**src/rtl/systolic_pkg.sv**
```systemverilog
// Shared types and constants for the 4x4 weight-stationary systolic array sequencer.
package systolic_pkg;

    localparam int ARRAY_W = 4;
    localparam int CNT_W   = 16;
    localparam int ROW_W   = $clog2(ARRAY_W);

    typedef logic [2:0] col_size_t;

    typedef enum logic [2:0] {
        S_IDLE,
        S_CFG,
        S_WLOAD,
        S_SWITCH,
        S_FEED,
        S_DRAIN,
        S_FIN
    } ctrl_state_t;

    // One bit per enabled column, lowest columns first.
    function automatic logic [ARRAY_W-1:0] col_mask(input col_size_t cols);
        logic [ARRAY_W-1:0] m;
        m = '0;
        for (int i = 0; i < ARRAY_W; i++) begin
            m[i] = (i < int'(cols));
        end
        return m;
    endfunction

    // Legal column counts are 1..ARRAY_W.
    function automatic logic col_size_ok(input col_size_t cols);
        return (cols != 3'd0) && (int'(cols) <= ARRAY_W);
    endfunction

endpackage

```
**src/rtl/systolic_wload_seq.sv**
```systemverilog
// Weight-load sequencer: issues ARRAY_W weight row reads (bottom row first) and
// raises accept_w on the enabled columns one cycle later, aligned with the
// returned buffer data. Runs for ARRAY_W+1 cycles after a start pulse.
module systolic_wload_seq
    import systolic_pkg::*;
(
    input  logic               clk,
    input  logic               rst,
    input  logic               start,
    input  logic [2:0]         col_size,
    output logic               w_rd_en,
    output logic [ROW_W-1:0]   w_rd_row,
    output logic [ARRAY_W-1:0] accept_w,
    output logic               done
);

    localparam int K_W = $clog2(ARRAY_W + 1);
    localparam logic [K_W-1:0] K_LAST      = K_W'(ARRAY_W);
    localparam logic [K_W-1:0] K_LAST_READ = K_W'(ARRAY_W - 1);

    logic           active;
    logic [K_W-1:0] k;

    // Final cycle of the sequence; the main FSM moves on at the next edge.
    assign done = active && (k == K_LAST);

    // Step k through 0..ARRAY_W, reads lead the accept strobes by one cycle.
    always_ff @(posedge clk) begin
        // NOTE: all state here is sequential, so every assignment is non-blocking;
        // blocking writes would make later reads in this block see new values.
        if (rst) begin
            active   <= 1'b0;
            k        <= '0;
            w_rd_en  <= 1'b0;
            w_rd_row <= '0;
            accept_w <= '0;
        end else if (start) begin
            active   <= 1'b1;
            k        <= '0;
            w_rd_en  <= 1'b1;
            w_rd_row <= ROW_W'(ARRAY_W - 1);
            accept_w <= '0;
        end else if (active) begin
            if (k == K_LAST) begin
                active   <= 1'b0;
                k        <= '0;
                w_rd_en  <= 1'b0;
                w_rd_row <= '0;
                accept_w <= '0;
            end else begin
                k        <= k + K_W'(1);
                accept_w <= col_mask(col_size);
                if (k < K_LAST_READ) begin
                    w_rd_en  <= 1'b1;
                    w_rd_row <= w_rd_row - ROW_W'(1);
                end else begin
                    w_rd_en  <= 1'b0;
                    w_rd_row <= '0;
                end
            end
        end
    end

endmodule

```
**src/rtl/systolic_ctrl.sv**
```systemverilog
// Matmul command sequencer for the weight-stationary systolic array:
// configure columns, load weights, switch, feed input vectors, then count
// bottom-row valids (with an idle timeout) before reporting completion.
module systolic_ctrl
    import systolic_pkg::*;
#(
    parameter int DRAIN_TIMEOUT = 64
) (
    input  logic               clk,
    input  logic               rst,
    input  logic               cmd_valid,
    output logic               cmd_ready,
    input  logic [CNT_W-1:0]   cmd_num_vec,
    input  logic [2:0]         cmd_col_size,
    output logic [15:0]        ub_rd_col_size_out,
    output logic               ub_rd_col_size_valid_out,
    output logic               w_rd_en,
    output logic [ROW_W-1:0]   w_rd_row,
    output logic [ARRAY_W-1:0] sys_accept_w,
    output logic               sys_switch_out,
    output logic               x_rd_en,
    output logic [CNT_W-1:0]   x_rd_idx,
    output logic               sys_start_out,
    input  logic [ARRAY_W-1:0] sys_valid_in,
    output logic               busy,
    output logic               done,
    output logic               err
);

    localparam int IDLE_W = $clog2(DRAIN_TIMEOUT + 1);
    localparam logic [IDLE_W-1:0] IDLE_LAST = IDLE_W'(DRAIN_TIMEOUT - 1);

    ctrl_state_t      state;
    logic [CNT_W-1:0] num_vec_q;
    logic [2:0]       col_q;
    logic [CNT_W-1:0] vcnt;
    logic [IDLE_W-1:0] idle_cnt;

    logic             wload_start;
    logic             wload_done;
    logic [ROW_W-1:0] col_idx;
    logic             valid_hit;
    logic [CNT_W-1:0] vcnt_next;

    assign wload_start = (state == S_CFG);

    // Only the last enabled column's bottom-row valid is counted, and only from
    // FEED onward; the count saturates at the requested vector count.
    assign col_idx   = ROW_W'(col_q - 3'd1);
    assign valid_hit = ((state == S_FEED) || (state == S_DRAIN))
                       && sys_valid_in[col_idx] && (vcnt != num_vec_q);
    assign vcnt_next = valid_hit ? vcnt + CNT_W'(1) : vcnt;

    systolic_wload_seq u_wload (
        .clk      (clk),
        .rst      (rst),
        .start    (wload_start),
        .col_size (col_q),
        .w_rd_en  (w_rd_en),
        .w_rd_row (w_rd_row),
        .accept_w (sys_accept_w),
        .done     (wload_done)
    );

    // Main sequencer; every output is registered alongside the state it belongs to.
    always_ff @(posedge clk) begin
        if (rst) begin
            state                    <= S_IDLE;
            num_vec_q                <= '0;
            col_q                    <= '0;
            vcnt                     <= '0;
            idle_cnt                 <= '0;
            cmd_ready                <= 1'b1;
            busy                     <= 1'b0;
            ub_rd_col_size_out       <= '0;
            ub_rd_col_size_valid_out <= 1'b0;
            sys_switch_out           <= 1'b0;
            x_rd_en                  <= 1'b0;
            x_rd_idx                 <= '0;
            sys_start_out            <= 1'b0;
            done                     <= 1'b0;
            err                      <= 1'b0;
        end else begin
            ub_rd_col_size_valid_out <= 1'b0;
            sys_switch_out           <= 1'b0;
            done                     <= 1'b0;
            err                      <= 1'b0;
            // The array sees each input vector one cycle after its read request.
            sys_start_out            <= x_rd_en;
            vcnt                     <= vcnt_next;

            case (state)
                S_IDLE: begin
                    if (cmd_valid && cmd_ready) begin
                        num_vec_q <= cmd_num_vec;
                        col_q     <= cmd_col_size;
                        vcnt      <= '0;
                        idle_cnt  <= '0;
                        cmd_ready <= 1'b0;
                        busy      <= 1'b1;
                        if (col_size_ok(cmd_col_size)) begin
                            state                    <= S_CFG;
                            ub_rd_col_size_valid_out <= 1'b1;
                            ub_rd_col_size_out       <= {13'd0, cmd_col_size};
                        end else begin
                            state <= S_FIN;
                            done  <= 1'b1;
                            err   <= 1'b1;
                        end
                    end
                end
                S_CFG: begin
                    state <= S_WLOAD;
                end
                S_WLOAD: begin
                    if (wload_done) begin
                        state          <= S_SWITCH;
                        sys_switch_out <= 1'b1;
                    end
                end
                S_SWITCH: begin
                    if (num_vec_q != '0) begin
                        state    <= S_FEED;
                        x_rd_en  <= 1'b1;
                        x_rd_idx <= '0;
                    end else begin
                        state <= S_FIN;
                        done  <= 1'b1;
                    end
                end
                S_FEED: begin
                    // The timeout window opens at the last read, so DRAIN starts one cycle in.
                    idle_cnt <= IDLE_W'(1);
                    if (x_rd_idx == num_vec_q - CNT_W'(1)) begin
                        state    <= S_DRAIN;
                        x_rd_en  <= 1'b0;
                        x_rd_idx <= '0;
                    end else begin
                        x_rd_idx <= x_rd_idx + CNT_W'(1);
                    end
                end
                S_DRAIN: begin
                    // Completion wins over a coincident timeout.
                    if (vcnt_next == num_vec_q) begin
                        state <= S_FIN;
                        done  <= 1'b1;
                    end else if (!valid_hit && (idle_cnt == IDLE_LAST)) begin
                        state <= S_FIN;
                        done  <= 1'b1;
                        err   <= 1'b1;
                    end else begin
                        idle_cnt <= valid_hit ? IDLE_W'(1) : idle_cnt + IDLE_W'(1);
                    end
                end
                S_FIN: begin
                    state     <= S_IDLE;
                    cmd_ready <= 1'b1;
                    busy      <= 1'b0;
                end
                default: begin
                    state     <= S_IDLE;
                    cmd_ready <= 1'b1;
                    busy      <= 1'b0;
                end
            endcase
        end
    end

endmodule

```
**config.mk**
```make
export PLATFORM = sky130hd
export DESIGN_NAME = systolic_ctrl
export DESIGN_NICKNAME = d
export VERILOG_FILES = /design/src/rtl/systolic_pkg.sv /design/src/rtl/systolic_wload_seq.sv /design/src/rtl/systolic_ctrl.sv
export SDC_FILE = /design/constraint.sdc
export NUM_CORES = 1
export LEC_CHECK = 0
export BUFFER_PORTS_ARGS = -buffer_cell sky130_fd_sc_hd__buf_2
export CAP_MARGIN = 20
export CELL_PAD_IN_SITES_DETAIL_PLACEMENT = 0
export CELL_PAD_IN_SITES_GLOBAL_PLACEMENT = 2
export CORE_ASPECT_RATIO = 1.4
export CORE_MARGIN = 8
export CORE_UTILIZATION = 36
export CTS_CLUSTER_SIZE = 16
export DETAILED_ROUTE_END_ITERATION = 7
export PLACE_DENSITY = 0.95
export REMOVE_ABC_BUFFERS = 1
export SLEW_MARGIN = 20
export SYNTH_ARGS = -nofsm -noshare
export SYNTH_HDL_FRONTEND = slang
export SYNTH_SLANG_ARGS = --single-unit
```
**constraint.sdc**
```tcl
create_clock -name clk -period 7.2 [get_ports clk]
set_clock_uncertainty 0.05 [all_clocks]
set_input_delay 0.72 -clock clk [delete_from_list [all_inputs] [get_ports clk]]
set_output_delay 0.72 -clock clk [all_outputs]
set_load 0.02 [all_outputs]
```
# == Word level (Yosys, flattened, before mapping) ==
# Cells that the tools add are included.
# totals
regBits,83
out_inout_bits,47
wordCells,131
# classes
n_addsub,7
magnitude_cmp,7
n_eq_ne,17
muxes,51
bitwise,4
reduce_logical,25
# op_table
op,count
2-to-1 mux 16 bit,5
"adder 16 x 1 -> 16 bit, second input constant",2
== test 16 bit,2
one-hot mux 16 bit (2 select lines),1
2-to-1 mux 7 bit,4
2-to-1 mux 3 bit,7
one-hot mux 7 bit (3 select lines),1
2-to-1 mux 1 bit,20
one-hot mux 3 bit (6 select lines),1
!= test 16 bit,1
nonzero test 16 bit,1
"subtractor 16 x 1 -> 16 bit, second input constant",1
2-to-1 mux 2 bit,5
"== test 3 bit, second input constant",3
"!= test 2 bit, second input constant",4
one-hot mux 1 bit (2 select lines),4
AND reduction 4 bit,2
"adder 7 x 1 -> 7 bit, second input constant",1
"== test 7 x 6 -> 1 bit, second input constant",1
"== test 3 x 2 -> 1 bit, second input constant",2
logical AND 1 bit,6
"< comparator 1 x 3 -> 1 bit, first input constant",2
"< comparator 2 x 3 -> 1 bit, first input constant",2
AND reduction 2 bit,3
other kinds (21),30

# == Longest topological paths before layout ==
# Gate-level depths: netlist of run 1.
# logic_depth
ltp_word,10
mapped_depth,14
depth_no_buf,12

# == Hierarchy ==
# A second synthesis of run 1 with hierarchy kept.
# unflattened
cells_unflattened,663
hier_area_um2,5079.9
# modules_own_cells
module,instances,cells_each,area_per_inst_um2
systolic_ctrl,1,607,4600.7
systolic_wload_seq,1,56,479.2

# == Least setup slack after synthesis of run 1 ==
# No wires, ideal clock.
# synth_path
kind,in2reg
startpoint,input sys_valid_in[2]
endpoint,register idle_cnt[1]
setup_ns,0.071
arrival_ns,2.797
setup_slack_ns,4.283
path_stages,11
cell_sequence,mux2i_1 -> o22ai_1 -> buf_2 -> and2_1 -> nand2_1 -> o31a_1 -> nor4b_1 -> a32o_1 -> buf_6 -> mux2_1 -> a21oi_1
# synth_via
elab_chain_len,8
elab_cells_between_ends,15
classes_between,eq/ne (3); mux (7); reduce/logical (5)
# synth_lines
element,line_no,rtl
from (decl),systolic_ctrl.sv:24,"input logic [ARRAY_W-1:0] sys_valid_in,"
binary-select mux 1 bit (select 2 bit) *,systolic_ctrl.sv:51,&& sys_valid_in[col_idx] && (vcnt != num_vec_q);
2-to-1 mux 1 bit (not written as such) *,systolic_ctrl.sv:51,
logical AND 1 bit * (2 in series),systolic_ctrl.sv:51,
2-to-1 mux 16 bit (tied with other cells),systolic_ctrl.sv:52,assign vcnt_next = valid_hit ? vcnt + CNT_W'(1) : vcnt;
== test 16 bit (tied with other cells),systolic_ctrl.sv:144,if (vcnt_next == num_vec_q) begin
!= test 2 bit (no source line) / 2-to-1 mux 7 bit (equally long branches),n/a,
AND reduction 4 bit (no source line) / one-hot mux 7 bit (3 select lines) (equally long branches),n/a,
to (signal assigned),systolic_ctrl.sv:152,idle_cnt <= valid_hit ? IDLE_W'(1) : idle_cnt + IDLE_W'(1);
to (decl),systolic_ctrl.sv:37,logic [IDLE_W-1:0] idle_cnt;
# Every way passes the cells marked *; elsewhere a longest branch is shown, timed or not. The select of a mux whose other input is x is not followed.
# A chain may end at the register's enable or synchronous reset.

# == Worst setup path in the final report of run 1 ==
# layout_path
startpoint,register state[2]
endpoint,register idle_cnt[1]
# layout_via
elab_chain_len,8
elab_cells_between_ends,19
classes_between,eq/ne (6); mux (5); reduce/logical (8)
# layout_lines
element,line_no,rtl
from (decl),systolic_ctrl.sv:33,ctrl_state_t state;
from (signal assigned),systolic_ctrl.sv:68,state <= S_IDLE;
from (signal assigned),systolic_ctrl.sv:102,state <= S_CFG;
from (signal assigned),systolic_ctrl.sv:106,state <= S_FIN;
== test 3 bit,"systolic_ctrl.sv:50, systolic_ctrl.sv:92",
logical OR 1 bit,systolic_ctrl.sv:50,assign valid_hit = ((state == S_FEED) || (state == S_DRAIN))
logical AND 1 bit (2 in series),systolic_ctrl.sv:51,
2-to-1 mux 16 bit (tied with other cells),systolic_ctrl.sv:52,
== test 16 bit (tied with other cells),systolic_ctrl.sv:144,
!= test 2 bit (no source line) / 2-to-1 mux 7 bit (equally long branches),n/a,
AND reduction 4 bit (no source line) / one-hot mux 7 bit (3 select lines) (equally long branches),n/a,
# Several ways; a longest one is shown, not always the timed one. The select of a mux whose other input is x is not followed.

==> results by group, run 1 <==
Timing
  • Post-Route Setup TNS: 0 ns
  • RSZ-0062 raised after global routing: no
  • Fin crit period: 3.77 ns
  • Slew headroom: 54.7%
  • Setup Viol. Count Final: 0
  • Hold Worst Slack: 0.405 ns
  • Crit share post-route: 52.3%
  • Hold Vio Cnt, Final: 0
  • Fmax: 266 MHz
  • Final Max Tran Viols: 0
  • Worst-margin pin slew: 0.674 ns

Power and ir drop
  • Power Density: 304 nW/µm²
  • Maximum vdd ir drop: 0.129 mV
  • Leakage: 2.13 nW

Die
  • Standard-cell rows: 51
  • Die area: 18000 µm²
  • Starting Density: 36.4%
  • Die W: 116 µm
  • Die height: 156 µm
  • Core outline area: 13800 µm²
  • Ports: 73

Clock tree
  • H-Tree Depth: 3
  • TritonCTS clock tree: built
  • PostCTS Resize Cnt: 0
  • Clk_lat worst skew: 0.35 ns
  • Cts bufs inserted: 9
  • Hold buffers post-CTS: 0
  • TritonCTS Sinks: 83
  • Post-CTS Setup Inserts: 0
  • Clock slew at reported path FFs: 0.06 ns
  • Maximum root-to-sink buffer count: 2
  • Root Buffer: clkbuf_16

Yosys
  • Largest family of logic cells by synthesized area: simple AND/OR/NAND/NOR gates
  • Multiplexer share of the synthesized area: 1.25%
  • Synth unique cells: 69
  • Top-count cell post-synth: nand2_1
  • Post-Syn Instances: 654
  • Post-Synth Adder-Cell Area: 1.75%
  • Synth area leader: dfxtp_1
  • Synth top cells by count: nand2_1, dfxtp_1, nor2_1
  • Synth Register Bits: 83
  • Post-synth EDFFs: 0
  • Yosys warns: 0
  • Avg Inst Size Synth: 7.67 µm²
  • Post-synthesis simple-gate area fraction: 28.9%
  • Largest cells by area after synthesis: dfxtp_1, nand2_1, xnor2_1
  • Post-synth top area share: 33.1%
  • Primary FF master, synth: dfxtp_1
  • Compound-cell area share of the yosys netlist: 18.0%
  • XOR/XNOR Fraction of Synth Area: 10.7%
  • Sequential area share after synthesis: 33.1%
  • Synth Cell Area: 5010 µm²
  • Ys async rst share: 0%

Worst setup path
  • Worst Path Required: 7.42 ns
  • Cells along the critical path: or3b_1 > o22ai_1 > buf_4 > and2_1 > nand2_1 > o31a_1 > nor4b_1 > a32o_1 > mux2_1 > a21oi_1
  • Worst r2r path cells: 10
  • Critical Path AT: 3.99 ns
  • Crit end category: flip-flop
  • Worst path slowest cell: dfxtp_1
  • Largest stage delay, worst path: 0.67 ns
  • Setup crit start kind: flip-flop
  • WS Path Type: reg -> reg
  • Worst Path Max Fanout: 16

Global routing
  • Overall Global Routing Usage: 16.0%
  • Vias in the first global route: 4504
  • Total grt overflow: 0
  • Pin count of the biggest net entering global routing: 51
  • First-pass GRT wire length: 23000 µm
  • Initial antenna violation count: 0

Cells and area
  • Inserted Diodes: 0
  • Share of layout cells above drive strength 1: 13.9%
  • Fillcell total: 1442
  • Design Area, Final: 5670 µm²
  • Net count, final: 720
  • Syn-to-layout area delta: 13.1%

Status
  • Status: completed

Detailed routing
  • Pre-antenna DRT Iters: 4
  • Detailed Route Iter0 Violations: 220
  • Residual DRC count: 0
  • Via count: 4641
  • Via density: 5.29
  • Routed length per instance: 16.1 µm
  • Routed WL: 14200 µm
  • Routed Antenna Nets: 0

Hold path
  • Hold path cells: 2
  • Hold Path Class: reg -> reg

Placement
  • Dpl hpwl: 10400 µm
  • Post-DP Area: 5350 µm²
  • GP Congestion: 0.827
  • Port Buffers: 59

Flow run
  • Max-cap violations: 0
## power breakdown
| group | total, mW | switching (mW) | internal (mW) |
|---|---|---|---|
| clock | 0.502 | 0.197 | 0.305 |
| combinational | 0.617 | 0.376 | 0.241 |
| sequential | 0.607 | 0.0968 | 0.510 |
| total | 1.73 | 0.671 | 1.06 |
## cells in the final DEF, fill, tap and decap left out, types with 4 or more instances in the layout
cell type / instances
nor3b_1: 4
nand4_1: 9
nor2_1: 73
o31ai_1: 6
inv_1: 8
clkbuf_16: 9
nand3_1: 29
nand2b_1: 13
dfxtp_1: 83
a31oi_1: 11
o21ai_0: 13
a211o_1: 4
a21oi_1: 53
nor2b_1: 12
buf_2: 59
nor3_1: 13
and2_1: 6
or3_1: 6
nor4_1: 7
xor2_1: 25
ha_1: 7
o21ai_1: 13
and3_1: 8
conb_1: 13
a22oi_1: 4
a211oi_1: 5
nand2_1: 89
mux2i_1: 4
xnor2_1: 36
or2_2: 4
buf_4: 6
## final timing paths
path	startpoint	end	slack [ns]
max	state[2]$_SDFFE_PP0P_	idle_cnt[1]$_SDFFE_PP0P_	3.43
max reg2reg	state[2]$_SDFFE_PP0P_	idle_cnt[1]$_SDFFE_PP0P_	3.43
min	idle_cnt[6]$_SDFFE_PP0P_	idle_cnt[6]$_SDFFE_PP0P_	0.41
min reg2reg	idle_cnt[6]$_SDFFE_PP0P_	idle_cnt[6]$_SDFFE_PP0P_	0.41
## final cells by class
cell class | count | area (µm²) | share of cell area, %
multi-input cells | 519 | 3090 | 54.4
flip-flops and latches | 83 | 1660 | 29.3
repair buffers | 65 | 340 | 6.00
well taps | 185 | 231 | 4.08
clock buffers | 10 | 229 | 4.04
clock inverters | 6 | 88.8 | 1.57
inverters | 9 | 33.8 | 0.596
## metal layers
layer	up-vias	GRT usage [%]	wire length, µm
met5	-	0	0
met1	2188	18.4	5920
met2	108	27.6	7080
met3	25	3.95	772
li1	2320	-	-
met4	0	6.57	374
## cells by family (layout without fill, tap and decap cells)
logic type,count (synthesis),count (layout)
AO/OA/AOI/OAI,138,138
flip-flops,83,83
AND/OR/NAND/NOR,294,294
buffers and inverters,64,90
other,1,13
multiplexers,6,6
XOR/XNOR,61,61
adder cells (fa/ha/maj),7,7
## state kept, by name, indices dropped and copies added (netlist names)
signal,flops
ub_rd_col_size_out,3
u_wload.active,1
vcnt,16
sys_start_out,1
num_vec_q,16
sys_switch_out,1
u_wload.w_rd_row,2
ub_rd_col_size_valid_out,1
busy,1
x_rd_idx,16
u_wload.k,3
u_wload.w_rd_en,1
done,1
col_q,3
err,1
cmd_ready,1
idle_cnt,7
x_rd_en,1
state,3
u_wload.accept_w,4
## worst max-delay path, delay by kind of cell (launching register included)
family          cells  cell delay, ns
compound gates      4            1.11
buf+inv             1            0.23
flops               1            0.67
mux                 1            0.37
simple gates        4            1.25
## metrics by stage
step,setup WS [ns],total power [mW],std cells,util (%)
2_1_floorplan,3.97,1.04,611,-
3_3_place_gp,3.33,1.22,861,38.8
3_5_place_dp,3.45,1.23,861,38.8
4_1_cts,3.44,1.74,877,41.1
5_1_grt,3.20,1.84,877,41.1
6_report,3.43,1.73,877,41.1
(Power assumes the default switching activity.)
==> run 2, diff against run 1 <==
Settings changed: ABC_AREA set to 1, CORE_UTILIZATION 36 to 28, PLACE_DENSITY 0.95 to 0.88.
Clock period 7.2 ns to 3.4 ns, I/O delays scaled along.
==> results by group, run 2 <==
Yosys
  • Synth Cell Area: 5150 µm² (+2.6%)
  • Synth unique cells: 40 (-42%)
  • Top-count cell post-synth: nand2_1
  • Post-synthesis simple-gate area fraction: 35.5% (+6.7 points)
  • Synth area leader: dfxtp_1
  • Post-synth EDFFs: 0 (unchanged)
  • Synth top cells by count: nand2_1, nor2_1, dfxtp_1
  • Post-Synth Adder-Cell Area: 1.70% (-0.045 points)
  • Ys async rst share: 0% (unchanged)
  • Largest cells by area after synthesis: dfxtp_1, nand2_1, nor2_1
  • Yosys warns: 0 (unchanged)
  • Synth Register Bits: 83 (unchanged)
  • XOR/XNOR Fraction of Synth Area: 9.63% (-1.0 points)
  • Post-Syn Instances: 787 (+20%)
  • Avg Inst Size Synth: 6.54 µm² (-15%)
  • Sequential area share after synthesis: 32.3% (-0.85 points)
  • Compound-cell area share of the yosys netlist: 9.46% (-8.5 points)
  • Primary FF master, synth: dfxtp_1
  • Post-synth top area share: 32.3% (-0.85 points)
  • Multiplexer share of the synthesized area: 0% (-1.2 points)
  • Largest family of logic cells by synthesized area: simple AND/OR/NAND/NOR gates

Clock tree
  • Hold buffers post-CTS: 0 (unchanged)
  • Root Buffer: clkbuf_16
  • PostCTS Resize Cnt: 0 (unchanged)
  • Clk_lat worst skew: 0.35 ns (about the same)
  • Clock slew at reported path FFs: 0.06 ns (about the same)
  • TritonCTS Sinks: 83 (unchanged)
  • Cts bufs inserted: 9 (unchanged)
  • TritonCTS clock tree: built
  • Post-CTS Setup Inserts: 0 (unchanged)
  • H-Tree Depth: 3 (unchanged)
  • Maximum root-to-sink buffer count: 2 (unchanged)

Cells and area
  • Largest registers: num_vec_q x16, vcnt x16, x_rd_idx x16
  • Share of layout cells above drive strength 1: 13.2% (-0.63 points)
  • Highest-count cells in the layout ignoring fill and taps: nand2_1, nor2_1, dfxtp_1, inv_1, buf_2
  • Multi-input gate area: 2950 µm² (-4.5%)
  • Post-route insts no fill: 1086 (+24%)
  • Core Util, Final: 32.9% (-8.2 points)
  • Syn-to-layout area delta: 15.2%
  • Net count, final: 875 (+22%)
  • Fillcell total: 2086 (+45%)
  • Sequential Area: 1660 µm² (unchanged)
  • Inserted Diodes: 0 (unchanged)
  • Commonest non-fill, non-tap cell in the layout: nand2_1

Placement
  • Dpl hpwl: 12100 µm (+16%)
  • Port Buffers: 59 (unchanged)
  • GP Congestion: 0.847 (+2.4%)
  • Placed cells: 1071 (+24%)

Timing
  • Fin crit period: 2.77 ns (-0.993 ns)
  • Hold Vio Cnt, Final: 0 (unchanged)
  • Final Max Tran Viols: 0 (unchanged)
  • RSZ-0062 raised after global routing: no
  • Setup Viol. Count Final: 0 (unchanged)
  • Post-Route Setup TNS: 0 ns (unchanged)
  • Slew headroom: 58.6% (+3.9 points)
  • Crit share post-route: 81.6% (+29 points)
  • Worst-margin pin slew: 0.619 ns (-0.0555 ns)
  • Fmax: 361 MHz (+36%)
  • Hold Worst Slack: 0.214 ns (-0.191 ns)

Die
  • Die height: 176 µm (+13%)
  • Ports: 73 (unchanged)
  • Core outline area: 18000 µm² (+31%)
  • Die W: 131 µm (+13%)
  • Die area: 23000 µm² (+28%)
  • Standard-cell rows: 58 (+14%)
  • Starting Density: 28.6% (-7.8 points)

Flow run
  • Max-cap violations: 0 (unchanged)

Worst setup path
  • Worst Path Max Fanout: 13 (-3)
  • WS Path Type: reg -> reg
  • Worst r2r path cells: 17 (+7)
  • RR Startpoint: col_q[1]$_SDFFE_PP0P_
  • Crit path capture: state[2]$_SDFFE_PP0P_
  • CP most frequent cell: nand2_1
  • Worst reg-to-reg setup slack: 0.63 ns (-2.81 ns)
  • Stages on worst setup path: 17 (+7)
  • Cells along the critical path: nor2_1 > nor2_1 > o21ai_1 > nand2_1 > nand2_1 > inv_1 > nand3_1 > nand2_1 > nand2_1 > nor2_1 > nand2_1 > nor2_2 > nand2_1 > nand3_1 > nand3_1 > nand2_1 > nor2_1
  • Critical Path AT: 2.95 ns (-1.04 ns)
  • Worst Path Required: 3.58 ns (-3.84 ns)
  • Crit end category: flip-flop
  • Worst Setup SP: col_q[1]$_SDFFE_PP0P_
  • Buf/Inv on CP: 1 (unchanged)
  • Worst path slowest cell: dfxtp_1
  • Largest stage delay, worst path: 0.41 ns (-0.26 ns)
  • CP delay by family, top: simple AND/OR/NAND/NOR gates
  • Setup crit start kind: flip-flop
  • R2r endpoint: state[2]$_SDFFE_PP0P_

Hold path
  • Hold path start: cmd_col_size[2]
  • Hold path cells: 2 (unchanged)
  • Hold Path Class: in -> reg

Detailed routing
  • Routed WL: 15600 µm (+10%)
  • Via count: 4952 (+6.7%)
  • Routed length per instance: 14.4 µm (-11%)
  • Routed Antenna Nets: 0 (unchanged)
  • Detailed Route Iter0 Violations: 238 (+8.2%)
  • Residual DRC count: 0 (unchanged)
  • Pre-antenna DRT Iters: 4 (unchanged)
  • Via density: 4.56 (-14%)

Global routing
  • Vias in the first global route: 4902 (+8.8%)
  • Pin count of the biggest net entering global routing: 33 (-35%)
  • Total grt overflow: 0 (unchanged)
  • Overall Global Routing Usage: 14.1% (-2.0 points)
  • Initial antenna violation count: 0 (unchanged)
  • First-pass GRT wire length: 25300 µm (+9.8%)

Power and ir drop
  • Maximum vdd ir drop: 0.312 mV (+140%)
  • Tot Pwr: 4.41 mW (+160%)
  • Power Density: 744 nW/µm² (+140%)
  • Leakage: 2.60 nW (+22%)

Status
  • Status: completed
==> run 2: cell type report <==
| class | count | share of cell area (%) |
|---|---|---|
| clock buffer | 11 | 4.26 |
| clock inverter | 4 | 0.823 |
| inverter | 104 | 6.59 |
| multi-input combinational | 581 | 49.7 |
| sequential | 83 | 28.0 |
| tap | 240 | 5.07 |
| timing repair buffer | 63 | 5.49 |
==> run 2: per-stage QoR <==
step	worst slack, ns	cell area [µm²]
CTS	0.620	5930
global route	0.308	5930
detailed placement	0.643	5630
global placement	0.603	5630
finish	0.627	5930
floorplan	1.14	5000
==> run 2: worst min-delay path by stage <==
stage / slack (ns) / end
2_1_floorplan: 0.36 / idle_cnt[0]$_SDFFE_PP0P_
3_3_place_gp: 0.40 / ub_rd_col_size_out[2]$_SDFFE_PP0P_
3_5_place_dp: 0.39 / busy$_SDFFE_PP0P_
4_1_cts: 0.20 / ub_rd_col_size_out[0]$_SDFFE_PP0P_
5_1_grt: 0.23 / col_q[1]$_SDFFE_PP0P_
6_report: 0.21 / ub_rd_col_size_out[0]$_SDFFE_PP0P_
==> run 2: cells by family (layout without fill, tap and decap cells) <==
logic type / Yosys count / after routing
adders and majority gates: 7 / 7
and+or+nand+nor: 416 / 416
other: 1 / 13
AOI/OAI and AO/OA: 90 / 90
DFF: 83 / 83
buffers and inverters: 135 / 182
xor gates and xnor gates: 55 / 55
==> run 2: where the power goes <==
part	leakage (nW)	internal (mW)	switching [mW]
logic	1.77	0.668	1.40
registers	0.675	1.13	0.191
clock network	0.152	0.606	0.417
==> run 2: layer usage <==
metal  vias to the layer above  part of all wire, %  track usage [%]  routed length [µm]
li1                       2594                    -                -                   -
met1                      2255                   44             16.0                6810
met2                        79                   50             24.3                7740
met3                        24                  3.6             2.90                 554
met4                         0                  3.2             6.87                 493
met5                         -                    0                0                   0
